$ cat config.mk
export PLATFORM = sky130hd
export DESIGN_NAME = multicycle_control_hs
export DESIGN_NICKNAME = d
export VERILOG_FILES = /design/src/rtl/multicycle_control_hs.sv
export SDC_FILE = /design/constraint.sdc
export NUM_CORES = 1
export LEC_CHECK = 0
export CAP_MARGIN = 40
export CORE_UTILIZATION = 30
export CTS_BUF_LIST = sky130_fd_sc_hd__clkbuf_16
export CTS_CLUSTER_SIZE = 16
export DETAILED_ROUTE_END_ITERATION = 10
export GPL_ROUTABILITY_DRIVEN = 1
export GPL_TIMING_DRIVEN = 0
export PLACE_DENSITY = 0.54
export SYNTH_ARGS = -nofsm -noshare
export SYNTH_HDL_FRONTEND = slang
export SYNTH_SLANG_ARGS = --single-unit
$ cat constraint.sdc
create_clock -name clock -period 3.03 [get_ports clock]
set_clock_uncertainty 0.15 [all_clocks]
set_input_delay 0.606 -clock clock [delete_from_list [all_inputs] [get_ports clock]]
set_output_delay 0.606 -clock clock [all_outputs]
set_load 0.02 [all_outputs]
$ cat src/rtl/multicycle_control_hs.sv
// rtl/multicycle_control_hs.sv - multicycle CPU control FSM with memory handshake, timeout and illegal-opcode detection
//
// Ports:
//   clock, reset (async active-low)
//   opcode      instruction opcode, sampled only in DECODE
//   mem_ready   memory accepts/completes the current request
//   mem_req     memory request, held until mem_ready
//   PCWriteCond, PCWrite, MemWrite, MemtoReg, IRWrite, RegWrite, Instr26, RegSelect1
//   PCSource, ALUOp, ALUSrcA, ALUSrcB, RegSelect2   datapath selects
//   state       current state code
//   instr_done  one-cycle retire pulse
//   ill_op      one-cycle pulse in DECODE on an unknown opcode
//   err         sticky memory-timeout error
//   retired     retired-instruction count
// Optional: PERF_CNT_EN enables the retired counter; otherwise retired is 0.
module multicycle_control_hs #(
  parameter int OPW      = 6,
  parameter int MAX_WAIT = 15,
  parameter int CNT_W    = 16
) (
  input  logic             clock,
  input  logic             reset,
  input  logic [OPW-1:0]   opcode,
  input  logic             mem_ready,
  output logic             mem_req,
  output logic             PCWriteCond,
  output logic             PCWrite,
  output logic             MemWrite,
  output logic             MemtoReg,
  output logic             IRWrite,
  output logic             RegWrite,
  output logic             Instr26,
  output logic             RegSelect1,
  output logic [1:0]       PCSource,
  output logic [1:0]       ALUOp,
  output logic [1:0]       ALUSrcA,
  output logic [1:0]       ALUSrcB,
  output logic [1:0]       RegSelect2,
  output logic [3:0]       state,
  output logic             instr_done,
  output logic             ill_op,
  output logic             err,
  output logic [CNT_W-1:0] retired
);

  typedef enum logic [3:0] {
    S_RESET    = 4'd0,
    S_FETCH    = 4'd1,
    S_DECODE   = 4'd2,
    S_BRANCH   = 4'd3,
    S_JUMP     = 4'd4,
    S_EXEC_R   = 4'd5,
    S_EXEC_I   = 4'd6,
    S_WB_ALU   = 4'd7,
    S_MEM_ADDR = 4'd8,
    S_MEM_RD   = 4'd9,
    S_MEM_WR   = 4'd10,
    S_WB_MEM   = 4'd11,
    S_ERROR    = 4'd15
  } state_t;

  localparam logic [5:0] OP_NOOP = 6'b000000;
  localparam logic [5:0] OP_J    = 6'b000001;
  localparam logic [5:0] OP_AND  = 6'b010101;
  localparam logic [5:0] OP_BEQ  = 6'b100000;
  localparam logic [5:0] OP_BNE  = 6'b100001;
  localparam logic [5:0] OP_BLT  = 6'b100010;
  localparam logic [5:0] OP_ADDI = 6'b110010;
  localparam logic [5:0] OP_LUI  = 6'b111010;
  localparam logic [5:0] OP_LWI  = 6'b111011;
  localparam logic [5:0] OP_SWI  = 6'b111100;
  localparam logic [5:0] OP_LW   = 6'b111101;
  localparam logic [5:0] OP_SW   = 6'b111110;

  localparam logic [7:0] WAIT_LAST = 8'(MAX_WAIT - 1);

  state_t     state_q, state_d;
  logic [5:0] op_q;    // opcode captured in DECODE for the later states
  logic [7:0] wait_q, wait_d;
  logic       hi_nz;

  // Any set bit above the decoded field makes the opcode illegal.
  assign hi_nz = (opcode >> 6) != '0;

  always_ff @(posedge clock or negedge reset) begin
    if (!reset) begin
      state_q <= S_RESET;
      op_q    <= '0;
      wait_q  <= '0;
    end else begin
      state_q <= state_d;
      wait_q  <= wait_d;
      if (state_q == S_DECODE) op_q <= opcode[5:0];
    end
  end

  always_comb begin
    state_d     = state_q;
    mem_req     = 1'b0;
    PCWriteCond = 1'b0;
    PCWrite     = 1'b0;
    MemWrite    = 1'b0;
    MemtoReg    = 1'b0;
    IRWrite     = 1'b0;
    RegWrite    = 1'b0;
    Instr26     = 1'b0;
    RegSelect1  = 1'b0;
    PCSource    = 2'b00;
    ALUOp       = 2'b00;
    ALUSrcA     = 2'b00;
    ALUSrcB     = 2'b00;
    RegSelect2  = 2'b00;
    instr_done  = 1'b0;
    ill_op      = 1'b0;
    case (state_q)
      S_RESET: state_d = S_FETCH;
      S_FETCH: begin
        mem_req = 1'b1;
        ALUSrcB = 2'b01;
        if (mem_ready) begin
          IRWrite = 1'b1;
          PCWrite = 1'b1;
          state_d = S_DECODE;
        end
      end
      S_DECODE: begin
        ALUSrcB = 2'b11;
        state_d = S_FETCH;
        if (hi_nz) begin
          ill_op = 1'b1;
        end else begin
          case (opcode[5:0])
            OP_NOOP:                        instr_done = 1'b1;
            OP_J:                           state_d = S_JUMP;
            OP_AND:                         state_d = S_EXEC_R;
            OP_BEQ, OP_BNE, OP_BLT:         state_d = S_BRANCH;
            OP_ADDI, OP_LUI:                state_d = S_EXEC_I;
            OP_LW, OP_SW, OP_LWI, OP_SWI:   state_d = S_MEM_ADDR;
            default:                        ill_op = 1'b1;
          endcase
        end
      end
      S_BRANCH: begin
        ALUSrcA     = 2'b01;
        ALUOp       = 2'b01;
        PCWriteCond = 1'b1;
        PCSource    = 2'b01;
        instr_done  = 1'b1;
        state_d     = S_FETCH;
      end
      S_JUMP: begin
        PCWrite    = 1'b1;
        PCSource   = 2'b10;
        Instr26    = 1'b1;
        instr_done = 1'b1;
        state_d    = S_FETCH;
      end
      S_EXEC_R: begin
        ALUSrcA = 2'b01;
        ALUOp   = 2'b10;
        state_d = S_WB_ALU;
      end
      S_EXEC_I: begin
        ALUSrcA = (op_q == OP_LUI) ? 2'b10 : 2'b01;
        ALUSrcB = 2'b10;
        ALUOp   = 2'b11;
        state_d = S_WB_ALU;
      end
      S_WB_ALU: begin
        RegWrite   = 1'b1;
        RegSelect2 = (op_q == OP_AND) ? 2'b00 : 2'b01;
        instr_done = 1'b1;
        state_d    = S_FETCH;
      end
      S_MEM_ADDR: begin
        ALUSrcB = 2'b10;
        if (op_q == OP_LWI || op_q == OP_SWI) begin
          ALUSrcA    = 2'b10;
          RegSelect1 = 1'b1;
        end else begin
          ALUSrcA = 2'b01;
        end
        state_d = (op_q == OP_LW || op_q == OP_LWI) ? S_MEM_RD : S_MEM_WR;
      end
      S_MEM_RD: begin
        mem_req = 1'b1;
        if (mem_ready) state_d = S_WB_MEM;
      end
      S_MEM_WR: begin
        mem_req  = 1'b1;
        MemWrite = 1'b1;
        if (mem_ready) begin
          instr_done = 1'b1;
          state_d    = S_FETCH;
        end
      end
      S_WB_MEM: begin
        RegWrite   = 1'b1;
        MemtoReg   = 1'b1;
        RegSelect2 = 2'b01;
        instr_done = 1'b1;
        state_d    = S_FETCH;
      end
      S_ERROR: state_d = S_ERROR;
      default: state_d = S_ERROR;
    endcase
    // This un-acked cycle would bring the count to MAX_WAIT; an ack on it wins.
    if (mem_req && !mem_ready && wait_q == WAIT_LAST) state_d = S_ERROR;
  end

  always_comb begin
    wait_d = wait_q;
    if (mem_ready || state_d != state_q) wait_d = '0;
    else if (mem_req)                    wait_d = wait_q + 8'd1;
  end

  assign state = state_q;
  assign err   = (state_q == S_ERROR);

`ifdef PERF_CNT_EN
  logic [CNT_W-1:0] ret_q;
  always_ff @(posedge clock or negedge reset) begin
    if (!reset)          ret_q <= '0;
    else if (instr_done) ret_q <= ret_q + 1'b1;
  end
  assign retired = ret_q;
`else
  assign retired = '0;
`endif

endmodule

Word level (Yosys, flattened, before mapping) --
Index checks and enable logic that the tools add are counted.
Storage, ports and cells: output and inout port bits 42, flip-flop bits (word level) 18, input bits 9, word-level logic and storage cells 86
Cells by class: reductions and logical operators 20, equality and inequality tests 30, multiplexer cells 32, add/subtract/negate cells 1
Operators by type and width (count):
- $eq A6 B6 Y1 const B | 13
- $pmux W4 S7 | 1
- $eq A4 B4 Y1 const B | 5
- $pmux W4 S5 | 1
- $pmux W2 S3 | 3
- $eq A4 B3 Y1 const B | 4
- $mux W4 | 4
- $mux W8 | 2
- $mux W1 | 14
- $eq A6 B5 Y1 const B | 2
- $reduce_or A12 Y1 | 1
- $reduce_or A2 Y1 | 5
- $add A8 B1 Y8 const B | 1
- $eq A4 B2 Y1 const B | 2
- $eq A8 B4 Y1 const B | 1
- $reduce_or A4 Y1 | 2
- $eq A6 B1 Y1 const B | 1
- $logic_not A6 Y1 | 1
- $mux W2 | 3
- $reduce_or A3 Y1 | 2
- $reduce_or A5 Y1 | 1
- $eq A4 B1 Y1 const B | 1
- $logic_not A4 Y1 | 1
- $ne A4 B4 Y1 | 1
- other kinds (7) | 11

Depth between registers and ports, before layout --
Gate-level depths: netlist of run 1.
depth after elaboration 9, mapped depth 8, gate-level depth less buffers 8

Least setup slack after synthesis of run 1 --
Ideal clock, no wire load.
path kind flip-flop to output port, from register state_q[0], in the netlist state[0], to output RegSelect2[0], buffers on the path 2, setup slack 340 ps, cell stages (with the launch flop) 6, data required time 2274 ps, arrival 1934 ps, cell sequence dfrtp_1 -> buf_2 -> buf_1 -> nand2_1 -> a21oi_1 -> o41a_1
Between the ends: word-level cells in the longest chain between the ends 2, elaborated cells between the ends (all ways) 3, those cells by class eq/ne (2); mux (1)
Ends and longest elaborated chain:
- start: declaration | RTL line 77 | state_t state_q, state_d;
- start signal: assignment | RTL line 91 | state_q <= state_d;
- $eq A4 B4 Y1 or $eq A4 B3 Y1 (tied branches) | RTL line 115 | case (state_q)
- $pmux W1 S2 (*) | RTL line 115
- end: declaration | RTL line 38 | output logic [1:0] RegSelect2,
Mark *: on every way between the ends. The rest lies on a longest branch, timed or not.

Final worst setup path of run 1 --
from input opcode[1], to output ill_op
Between the ends: word-level cells in the longest chain between the ends 4, elaborated cells between the ends (all ways) 15, those cells by class eq/ne (11); mux (2); reduce/logical (2)
Ends and longest elaborated chain:
- start: declaration | RTL line 23 | input logic [OPW-1:0] opcode,
- $eq A6 B6 Y1, or another cell as far along | RTL line 132 | case (opcode[5:0])
- $reduce_or A12 Y1 (no source line) (*)
- $mux W1 (*) | RTL line 132
- $mux W1 (*) | RTL line 115
- end: declaration | RTL line 41 | output logic ill_op,
Marks and branches as above.

==> results.yml, run 1 <==
clock_network:
  cts_inserted_buffers: 3
  tritoncts: "yes"
  clkTransAtPathRegs_ps: 50
  post_cts_buffers: 0
  clock-root-buffer: "clkbuf_16"
  cts-resized-gates: 18
  cts_buffer_depth: 2
  htree_num_levels: 1
  clk_latency_ps: 250
  cts_sinks: 18
  hold_buffers: 0
placed_design:
  dp_hpwl_mm: 3.330
  io_buffers: 29
  gp_congestion: 0.8118
  dp_cells: 316
critical_path:
  crit_required_ps: 2270
  cp_slowest_cell: "or4b_2"
  setup.worst_path.end_class: "primary output"
  max_stage_delay_ps: 600
  crit_type: "input port to primary output"
  startpoint_type: "input port"
  worstPathCellList: "clkdlybuf4s50_1, or4b_2, o21ai_2, nor3_1, dlygate4sd2_1"
  crit_fanout: 3
  cp_data_arrival_time_ps: 2210
sta:
  rsz0062_at_grt: "no"
  fin_crit_sh_pct: 98.02
  tightest_slew_ps: 491.5
  final.setup.tns_ps: 0
  finalSetupViolations: 0
  hold_viol: 0
  fmax_ghz: 0.3367
  slew_violations: 0
  relSlewSlack_pct: 67.03
  fin_crit_ps: 2970
floorplan:
  initial_core_util_pct: 31.89
  ios: 51
  die_width_um: 76.62
  core_area_um2: 5238
  rows: 26
  die_area_um2: 5870
  die_h_um: 76.62
logic_synthesis:
  synth_area_um2: 1670
  ys_seq_elements: 18
  synth_cells: 200
  synth_edf_count: 0
  synth_cell_type_count: 54
  yosys_warnings: 0
  async_reset_ff_share_pct: 100.0
  ys_seq_area_share_pct: 26.97
  synth.avg_cell_area_um2: 8.352
  ys.flop_type: "dfrtp_1"
grt:
  antenna_found_initial: 0
  grt_pass1_wl_mm: 7.286
  grt_start_max_net_pins: 15
  track_usage_pct: 15.47
  grt.overflow.total: 0
  grt_pass1_vias: 1437
power_and_ir_drop:
  power_frac_seq_pct: 22.6
  p_clk_share_pct: 15.1
  p_sw_share_pct: 44.95
  p_per_area_nw_per_um2: 773.1
  switching_power_uw: 787.8
  power_leakage_uw: 0.001012
  power_frac_comb_pct: 62.3
  vdd_drop_max_v: 0.0004037
  power.total_uw: 1753
  internal-power_uw: 964.9
cells_and_area:
  area_growth_pct: 35.73
  num_antenna_cells: 0
  nets: 262
  drive_gt1_share_pct: 26.40
  fillers: 528
  stdcell_count: 320
route:
  wl_per_cell_um: 13.41
  drc_errors: 0
  postRouteAntennaNets: 0
  drt-total-wl_mm: 4.290
  viasPerCell: 4.881
  drt_iter0_drc: 75
  dr.pass1.iters: 4
  vias: 1562
min_path:
  holdCritPathClass: "register to register"
outcome:
  status: "finished, final reports clean"
run:
  max_cap_violations: 0
## synth_stat cells (all sizes together), types with 2 or more instances
cell type	number	area (um2)
a21o	3	22.52
xnor2	4	35.03
a21boi	2	18.77
a21bo	3	30.03
nor3	8	40.04
nand2	14	52.55
nand3	4	32.53
xor2	6	52.55
ha	2	25.02
and3	3	18.77
inv	3	11.26
buf	21	148.9
nor2	20	75.07
o22ai	3	25.02
clkbuf	11	41.29
a211oi	7	62.56
o21ai	6	33.78
or2	2	12.51
nor2b	5	31.28
a21oi	10	50.05
nor4b	2	17.52
nand4	5	31.28
or4bb	2	22.52
mux2	5	56.30
a221o	2	20.02
nor4	2	27.53
nand2b	6	37.54
or4b	3	37.54
dfrtp	18	450.4
nand3b	3	22.52
## metrics by stage
| step | instance area [um2] | util [%] | hold slack (ps) | setup WS [ps] |
|---|---|---|---|---|
| finish | 2267 | 43.29 | 399.7 | 59.94 |
| global route | 2267 | 43.29 | 426.2 | 2.726 |
| CTS | 2232 | 42.62 | 397.3 | 1.969 |
| detailed placement | 2123 | 40.54 | 384.6 | -522.7 |
| global placement | 2108 | 40.25 | 382.0 | -554.0 |
| floorplan | 1730 | - | 160.4 | 340.2 |
## registers in the layout, indices dropped and copies added (netlist names)
signal	count
wait_q	8
state	4
op_q	6
## worst max-delay path: cells and delay by family
kind                   cells  cell delay (ps)
AOI/OAI and AO/OA          1              130
buffers and inverters      2              800
and+or+nand+nor            2              690
## area by class of cell
class / instances / area [um2] / share of cell area (%)
clock buffers: 3 / 75.07 / 3.311
clock inverters: 1 / 3.754 / 0.1656
flip-flops and latches: 18 / 451.7 / 19.92
multi-input cells: 163 / 1127 / 49.72
plain buffers: 32 / 210.2 / 9.272
repair buffers: 30 / 300.3 / 13.25
inverters: 3 / 11.26 / 0.4967
well taps: 70 / 87.58 / 3.863
## worst paths after layout
kind | slack [ps] | endpoint | start | cells after the start
max | 60 | ill_op | opcode[1] | 5
min | 400 | op_q[3] | op_q[3] | 1
max reg2reg | 620 | wait_q[1] | wait_q[0] | 8
min reg2reg | 400 | op_q[3] | op_q[3] | 1
max in group asynchronous | 1900 | wait_q[6] | reset | 2
min in group asynchronous | 450 | state[0] | reset | 1
## power groups by stage
stage | Sequential, uW | Clock (uW) | Combinational [uW]
6_report | 396 | 264 | 1090
5_1_grt | 405 | 283 | 1190
4_1_cts | 388 | 273 | 1080
3_5_place_dp | 392 | 0 | 1070
3_3_place_gp | 392 | 0 | 1060
2_1_floorplan | 394 | 0 | 716
## placed cells by master (no fill, tap or decap), types with 5 or more instances in the layout
master,count
dfrtp_1,17
mux2_2,5
conb_1,17
nand2b_1,6
a211oi_1,5
buf_4,18
nor2_1,20
nor3_1,5
clkbuf_2,6
nor2b_1,5
a21oi_1,9
nand2_1,13
clkdlybuf4s50_1,22
xor2_1,6
nand4_1,5
## layer usage
metal | GRT usage [%] | vias to the layer above | part of all wire (%) | routed length (um)
met5 | 0 | - | 0 | 0
met4 | 1.923 | 0 | 0.33 | 14
met3 | 2.874 | 2 | 3.9 | 166
met2 | 24.59 | 36 | 46 | 1967
met1 | 22.17 | 736 | 50 | 2142
li1 | - | 788 | - | -
## cells by family (layout without fill, tap and decap cells)
| kind of cell | Yosys count | count (layout) | synth area share [%] |
|---|---|---|---|
| AOI/OAI and AO/OA | 45 | 45 | 20.75 |
| xor gates and xnor gates | 10 | 10 | 5.243 |
| muxes | 6 | 6 | 3.970 |
| DFF | 18 | 18 | 26.97 |
| other | 1 | 17 | 0.2245 |
| adders and majority gates | 3 | 3 | 2.097 |
| buffers and inverters | 35 | 69 | 12.06 |
| and+or+nand+nor | 82 | 82 | 28.69 |
(Power assumes the default switching activity.)
==> inputs of run 2 (changes only) <==
CORE_MARGIN = 1.5   (was default)
==> results.yml, run 2 (synthesis results as in run 1) <==
clock_network:
  post_cts_buffers: 0
  cts_buffer_depth: 2
  hold_buffers: 0
  cts_inserted_buffers: 3
  cts_sinks: 18
  tritoncts: "yes"
  clkTransAtPathRegs_ps: 50
  htree_num_levels: 1
  clk_latency_ps: 250
  clock-root-buffer: "clkbuf_16"
run:
  max_cap_violations: 0
floorplan:
  ios: 51
  core_area_um2: 5238
  die_width_um: 77.62
  initial_core_util_pct: 31.89
  die_area_um2: 6024
  die_h_um: 77.62
  rows: 26
sta:
  slew_violations: 0
  final.setup.tns_ps: 0
  fin_ws_ps: 52.67
  fin_crit_sh_pct: 98.26
  hold_viol: 0
  rsz0062_at_grt: "yes"
  fmax_ghz: 0.3359
  fin_crit_ps: 2977
  finalSetupViolations: 0
route:
  drt_iter0_drc: 48
  wl_met1_mm: 2.115
  viasPerCell: 4.750
  wl_met2_mm: 1.971
  top_layer_used: "met4"
  drt-total-wl_mm: 4.306
  wl_met3_um: 205
  vias: 1520
  dr.pass1.iters: 4
  drc_errors: 0
  postRouteAntennaNets: 0
  wl_per_cell_um: 13.46
power_and_ir_drop:
  vdd_drop_max_v: 0.0004002
  p_per_area_nw_per_um2: 776.7
  power_leakage_uw: 0.0009972
cells_and_area:
  mostFrequentLayoutCells: "clkdlybuf4s50_1 (22), nor2_1 (20), buf_4 (19)"
  drive_gt1_share_pct: 24.00
  largest_register_ffs: 8
  mostFrequentLayoutCell: "clkdlybuf4s50_1"
  num_antenna_cells: 0
  nets: 262
  fillers: 536
  top_register: "wait_q"
  utilization_pct: 43.02
  area_growth_pct: 34.91
critical_path:
  r2r_slack_ps: 630
  crit_fanout: 6
  cp_data_arrival_time_ps: 2220
  worstPathCellList: "dlygate4sd2_1, nand2_1, or4b_2, o21ai_2, nor3_1, dlygate4sd2_1"
  max_stage_delay_ps: 630
  crit_required_ps: 2270
  cp_common_cell: "dlygate4sd2_1"
  setup.worst_path.end_class: "primary output"
  crit_type: "input port to primary output"
  cp_slowest_cell: "or4b_2"
  startpoint_type: "input port"
grt:
  grt_start_max_net_pins: 14
  grt_pass1_wl_mm: 7.003
  antenna_found_initial: 0
  track_usage_pct: 14.56
  grt.overflow.total: 0
  grt_pass1_vias: 1385
placed_design:
  io_buffers: 29
  dp_slack_ps: -519.7
  gp_congestion: 0.8275
  dp_hpwl_mm: 3.335
min_path:
  holdCritPathClass: "register to register"
outcome:
  status: "finished, final reports clean"
run 2: cell types whose count changed in the layout (fill, tap and decap cells not counted), sizes merged:
cell and change:
clkdlybuf4s15 +1, clkbuf -5, buf +3, dlygate4sd2 +2
dlymetal6s2s -1
run 2: routing by layer:
layer,up-vias,track usage [%]
met5,-,0
li1,787,-
met4,0,2.182
met1,693,20.36
met2,38,23.22
met3,2,3.294
run 2: through the flow:
stage / total power [uW] / std cells / hold WS [ps] / instance area [um2]
after detailed placement: 1457 / 316 / 382.6 / 2123
after CTS: 1738 / 320 / 397.3 / 2222
after floorplan: 1110 / 216 / 160.4 / 1730
after global routing: 1887 / 320 / 411.1 / 2253
after global placement: 1457 / 315 / 382.8 / 2108
final: 1750 / 320 / 394.1 / 2253
run 2: area by class of cell:
| class | count | area, um2 | share of cell area (%) |
|---|---|---|---|
| buffer | 32 | 207.7 | 9.217 |
| clock buffer | 3 | 75.07 | 3.331 |
| clock inverter | 1 | 3.754 | 0.1666 |
| inverter | 3 | 11.26 | 0.4997 |
| multi-input combinational | 163 | 1111 | 49.31 |
| sequential | 18 | 451.7 | 20.04 |
| tap | 70 | 87.58 | 3.887 |
| timing repair buffer | 30 | 305.3 | 13.55 |
run 2: final timing paths:
| kind | startpoint | to | depth (start not counted) |
|---|---|---|---|
| max | opcode[5] | ill_op | 6 |
| min | wait_q[7] | wait_q[7] | 2 |
| max reg2reg | wait_q[0] | wait_q[1] | 8 |
| min reg2reg | wait_q[7] | wait_q[7] | 2 |
| max in group asynchronous | reset | state[2] | 2 |
| min in group asynchronous | reset | op_q[1] | 1 |
run 2: what timing repair did:
action                                  CTS  global route
endpoints found under the setup margin   15             6
gates resized for setup                  18            15
pin swaps                                 0             0
run 2: critical path: cells and delay by family:
| kind | cells | cell delay (ps) |
|---|---|---|
| AO/OA/AOI/OAI | 1 | 130 |
| buffers and inverters | 2 | 660 |
| AND/OR/NAND/NOR | 3 | 820 |
run 2: report_power, final:
part	internal [uW]	total, uW	switching, uW
clock network	175	263	88.1
registers	311	392	81.1
logic	481	1090	614
total	967	1750	783
